<file path="config.mk">
export PLATFORM = sky130hd
export DESIGN_NAME = tone_period_meter
export DESIGN_NICKNAME = d
export VERILOG_FILES = /design/src/rtl/tone_period_meter.sv
export SDC_FILE = /design/constraint.sdc
export NUM_CORES = 1
export LEC_CHECK = 0
export CORE_MARGIN = 5
export CORE_UTILIZATION = 26
export DETAILED_ROUTE_END_ITERATION = 16
export SLEW_MARGIN = 40
export SYNTH_ARGS = -nofsm -noshare
export SYNTH_HDL_FRONTEND = slang
export SYNTH_SLANG_ARGS = --single-unit
</file>
<file path="constraint.sdc">
create_clock -name clk -period 3.5 [get_ports clk]
set_clock_uncertainty 0.1 [all_clocks]
set_input_delay 1.05 -clock clk [delete_from_list [all_inputs] [get_ports clk]]
set_output_delay 1.05 -clock clk [all_outputs]
set_load 0.005 [all_outputs]
</file>
<file path="src/rtl/tone_period_meter.sv">
// Tone period meter: measures a square wave's period in strobe ticks and sums 2^AVG_LOG2 periods per result.
// Latency: result registers 2 clk edges after tone_in is first sampled high on the completing period.
// Backpressure: valid holds until ready; a new result overwrites an unaccepted one and sets sticky overrun.
module tone_period_meter #(
  parameter int unsigned CNT_W    = 16,
  parameter int unsigned AVG_LOG2 = 3,
  parameter int unsigned TIMEOUT  = 16'hFFFF
) (
  input  logic                      clk,
  input  logic                      reset,
  input  logic                      strobe,
  input  logic                      tone_in,
  output logic [CNT_W+AVG_LOG2-1:0] period_sum,
  output logic                      period_valid,
  input  logic                      period_ready,
  output logic                      no_signal,
  output logic                      overrun
);

  localparam int unsigned SUM_W = CNT_W + AVG_LOG2;
  // One spare bit so the period counter is never zero-width.
  localparam int unsigned NPD_W = AVG_LOG2 + 1;
  localparam logic [CNT_W-1:0] TIMEOUT_C = CNT_W'(TIMEOUT);
  localparam logic [NPD_W-1:0] LAST_NPD  = NPD_W'((1 << AVG_LOG2) - 1);

  typedef enum logic {
    ST_IDLE    = 1'b0,
    ST_MEASURE = 1'b1
  } state_t;

  // Synchronizer and edge history
  logic s1_q;
  logic s2_q;
  logic s3_q;
  logic rise;

  // Measurement state
  state_t           state_q;
  logic [CNT_W-1:0] count_q;
  logic [SUM_W-1:0] acc_q;
  logic [NPD_W-1:0] npd_q;

  // Result and status registers
  logic [SUM_W-1:0] sum_q;
  logic             valid_q;
  logic             nosig_q;
  logic             ovr_q;

  // Combinational next values
  logic [SUM_W-1:0] closed_d;
  logic [SUM_W-1:0] acc_d;
  logic             last_d;
  logic             load_d;

  // Two-flop synchronizer followed by a history flop for rising-edge detection.
  always_ff @(posedge clk) begin
    if (reset) begin
      s1_q <= 1'b0;
      s2_q <= 1'b0;
      s3_q <= 1'b0;
    end else begin
      s1_q <= tone_in;
      s2_q <= s1_q;
      s3_q <= s2_q;
    end
  end

  assign rise = s2_q & ~s3_q;

  // Closing period value: a strobe coincident with the edge belongs to the period being closed.
  always_comb begin
    closed_d = SUM_W'(count_q) + SUM_W'(strobe);
    acc_d    = acc_q + closed_d;
    last_d   = (npd_q == LAST_NPD);
    load_d   = (state_q == ST_MEASURE) && rise && last_d;
  end

  // Measurement FSM: lock on first edge, count strobes per period, accumulate, detect loss of signal.
  always_ff @(posedge clk) begin
    if (reset) begin
      state_q <= ST_IDLE;
      count_q <= '0;
      acc_q   <= '0;
      npd_q   <= '0;
      nosig_q <= 1'b1;
    end else begin
      case (state_q)
        ST_IDLE: begin
          count_q <= '0;
          acc_q   <= '0;
          npd_q   <= '0;
          if (rise) begin
            state_q <= ST_MEASURE;
            nosig_q <= 1'b0;
          end
        end
        ST_MEASURE: begin
          if (rise) begin
            // Every edge restarts the tick count; the block boundary resets the accumulator.
            count_q <= '0;
            if (last_d) begin
              acc_q <= '0;
              npd_q <= '0;
            end else begin
              acc_q <= acc_d;
              npd_q <= npd_q + NPD_W'(1);
            end
          end else if (strobe) begin
            if (count_q == TIMEOUT_C) begin
              // Lost the tone: drop the partial block and wait for a fresh lock.
              state_q <= ST_IDLE;
              nosig_q <= 1'b1;
              count_q <= '0;
              acc_q   <= '0;
              npd_q   <= '0;
            end else begin
              count_q <= count_q + CNT_W'(1);
            end
          end
        end
        default: begin
          state_q <= ST_IDLE;
        end
      endcase
    end
  end

  // Result register and handshake; a load always wins over an accept in the same cycle.
  always_ff @(posedge clk) begin
    if (reset) begin
      sum_q   <= '0;
      valid_q <= 1'b0;
      ovr_q   <= 1'b0;
    end else begin
      if (load_d) begin
        sum_q   <= acc_d;
        valid_q <= 1'b1;
        if (valid_q && !period_ready) begin
          ovr_q <= 1'b1;
        end
      end else if (valid_q && period_ready) begin
        valid_q <= 1'b0;
      end
    end
  end

  assign period_sum   = sum_q;
  assign period_valid = valid_q;
  assign no_signal    = nosig_q;
  assign overrun      = ovr_q;

endmodule
</file>
==> run summary <==
Outcome = finished, final reports clean
Antenna diodes = 0
Overall Power = 1.61 mW
Period minus WS final = 3.24 ns
CTS max path bufs = 2
Dpl cell area = 0.00382 mm²
Hold slack = 0.350 ns
1st-iter DRT viols = 91
Crit path cell chain = dlygate4sd2_1 > fa_2 > inv_1 > fa_1 > nand2b_1 > a21o_1 > a211o_1 > nand4_2 > a221oi_2 > or4_1 > o211ai_2
DRT Pass-1 Iters = 4
Starting Density = 26.4%
Avg Inst Size Synth = 8.46 µm²
Synth warn = 0
Boundary Pins = 27
Share of power burned in registers = 46.4%
First-pass GRT wire length = 13100 µm
P_int = 1.28 mW
NumNets Final = 453
Worst Setup EP = period_sum[16]$_SDFFE_PP0P_
Clk root buf = clkbuf_16
CP Capture Type = flop
Via count = 2835
Final period util = 92.6%
Die width = 123 µm
Slowest-stage cell, CP = or4_1
CP Data Required Time = 3.66 ns
Max frequency = 309 MHz
Setup WS post-layout = 0.260 ns
Crit path kind = primary input to flop
Post-synth top flop = dfxtp_1
Setup Viol. Count Final = 0
Sink Count = 65
GPL Wtd Cong = 0.887
DRC viols = 0
Initial antenna violation count = 0
WL per Instance = 12.9 µm
Setup repair bufs after CTS = 0
Critical path origin = strobe
Num CTS Buffers = 9
Hold path depth = 2
Switching share of power = 20.2%
FF-to-FF End = period_sum[16]$_SDFFE_PP0P_
FFs w/ async S/R, synth = 0%
Final instance area = 0.00411 mm²
Hpwl dp = 5910 µm
Vias per cell = 4.69
VDD IR max = 0.221 mV
FF-to-FF Start = count_q[0]$_SDFFE_PP0P_
Mapped Cells = 392
Relative slew slack = 66.8%
Leakage = 1.48 nW
Post-placement setup slack = -0.347 ns
Core Rows = 41
RSZ-0062 raised after global routing = no
Yosys cell types = 50
Final ANT Viol Nets = 0
Layout cells sized above 1 = 10.4%
CTS tree = yes
Clk pin slew, worst setup/hold paths = 0.05 ns
Gate power share = 2.0%
Synthesized Nets = 416
Max Transition Viols Final = 0
Critical Path AT = 3.40 ns
Register area share after synthesis = 39.2%
Actual slew at the worst max-slew pin = 0.494 ns
Number of flops mapped to enable cells by yosys = 0
Syn Std Cell Area = 0.00332 mm²
GRT Total Usage = 10.9%
Worst min-delay path class = flop to flop
Cell Pwr Density = 392 mW/mm²
HP Start = period_sum[11]$_SDFFE_PP0P_
Syn-to-layout area delta = 23.7%
Core footprint = 0.0126 mm²
Startpoint class of the critical path = primary input
Worst-Skew Late Latency = 0.32 ns
Reg2Reg Setup Slack = 0.80 ns
Max incr delay on CP = 0.50 ns
GR Overflow Total = 0
Max Cap Viol = 0
Final WL = 7810 µm
Vias in the first global route = 2731
Chip Height = 123 µm
Largest net degree at the start of global routing = 32
Flops & latches, synth = 65
Clock Power Share = 51.6%
Psw = 324 µW
Commonest non-fill, non-tap cell in the layout = dfxtp_1
DIE AREA = 0.0151 mm²
CP Max Fanout = 3
H-tree depth = 3
Commonest cells after routing, fill and taps aside = dfxtp_1, nand2_1, nor2_1, a21oi_1, clkdlybuf4s50_1
Path depth of the worst reg2reg path = 10
Number of hold violations in the final report = 0
IO buf count = 26
## logic make-up (layout without fill, tap and decap cells)
family | Yosys count | after routing | share of synthesized area [%]
simple gates | 154 | 154 | 22.2
compound gates | 101 | 101 | 19.9
flops | 65 | 65 | 39.2
xor+xnor | 27 | 27 | 7.13
buf+inv | 26 | 67 | 3.92
fa+ha+maj | 19 | 19 | 7.62
## critical path: cells and delay by family
family / cells / cell delay, ns
buffers and inverters: 2 / 0.31
adder cells (fa/ha/maj): 2 / 0.60
AND/OR/NAND/NOR: 3 / 0.81
AO/OA/AOI/OAI: 4 / 0.63
## routing by layer
metal | GRT usage, % | part of all wire, % | wire length [µm] | up-vias
met5 | 0 | 0 | 0 | -
met4 | 3.11 | 0.77 | 60 | 0
met3 | 3.11 | 3.0 | 235 | 6
met2 | 17.5 | 47 | 3670 | 42
met1 | 14.3 | 49 | 3840 | 1325
li1 | - | - | - | 1462
## power by group through the flow
stage / logic, mW / registers, mW / clock network [mW]
final: 0.0329 / 0.746 / 0.830
after global routing: 0.0365 / 0.746 / 0.892
after CTS: 0.0336 / 0.746 / 0.855
after detailed placement: 0.0336 / 0.762 / 0
after global placement: 0.0331 / 0.761 / 0
after floorplan: 0.0201 / 0.760 / 0
## area by class of cell
| class | count | area (µm²) |
|---|---|---|
| fill | 1316 | 8460 |
| multi-input combinational | 301 | 1890 |
| sequential | 65 | 1300 |
| timing repair buffer | 42 | 379 |
| clock buffer | 12 | 267 |
| tap | 172 | 215 |
| inverter | 10 | 37.5 |
| clock inverter | 3 | 15.0 |
## worst min-delay path by stage
stage / endpoint
2_1_floorplan: s2_q$_SDFF_PP0_
3_5_place_dp: s2_q$_SDFF_PP0_
3_3_place_gp: s2_q$_SDFF_PP0_
5_1_grt: s2_q$_SDFF_PP0_
6_report: period_sum[11]$_SDFFE_PP0P_
4_1_cts: period_sum[11]$_SDFFE_PP0P_
## through the flow
step           TNS, ns  utilization [%]  std cells
5_1_grt              0             32.7        605
2_1_floorplan        0                -        392
3_5_place_dp     -2.84             30.4        590
4_1_cts              0             32.7        605
6_report             0             32.7        605
3_3_place_gp     -2.52             30.4        590
## synth_stat cells (5+ instances only)
cell | n | area [µm²]
nand3_1 | 13 | 65.1
dfxtp_1 | 65 | 1300
nand2b_1 | 7 | 43.8
nand2_1 | 53 | 199
xor2_1 | 18 | 158
nor2_1 | 39 | 146
a211oi_1 | 5 | 37.5
a31oi_1 | 9 | 56.3
a21oi_1 | 36 | 180
nor2b_1 | 8 | 50.1
nor3_1 | 7 | 35.0
ha_1 | 17 | 213
o21ai_0 | 16 | 80.1
a22o_1 | 12 | 105
inv_1 | 10 | 37.5
nand4_1 | 8 | 50.1
xnor2_1 | 9 | 78.8
clkbuf_1 | 8 | 30.0
## timing repair
| item | CTS | global route |
|---|---|---|
| hold buffers | 0 | 0 |
| hold endpoints to repair | 0 | 0 |
| resized for setup | 2 | 0 |
| setup endpoints to repair | 1 | 0 |
## flip-flops by register name (all words and copies together), names as in the netlist
signal,flops
s2_q,1
overrun,1
state_q,1
no_signal,1
s3_q,1
s1_q,1
npd_q,4
period_sum,19
acc_q,19
count_q,16
period_valid,1
(Power assumes the default switching activity.)
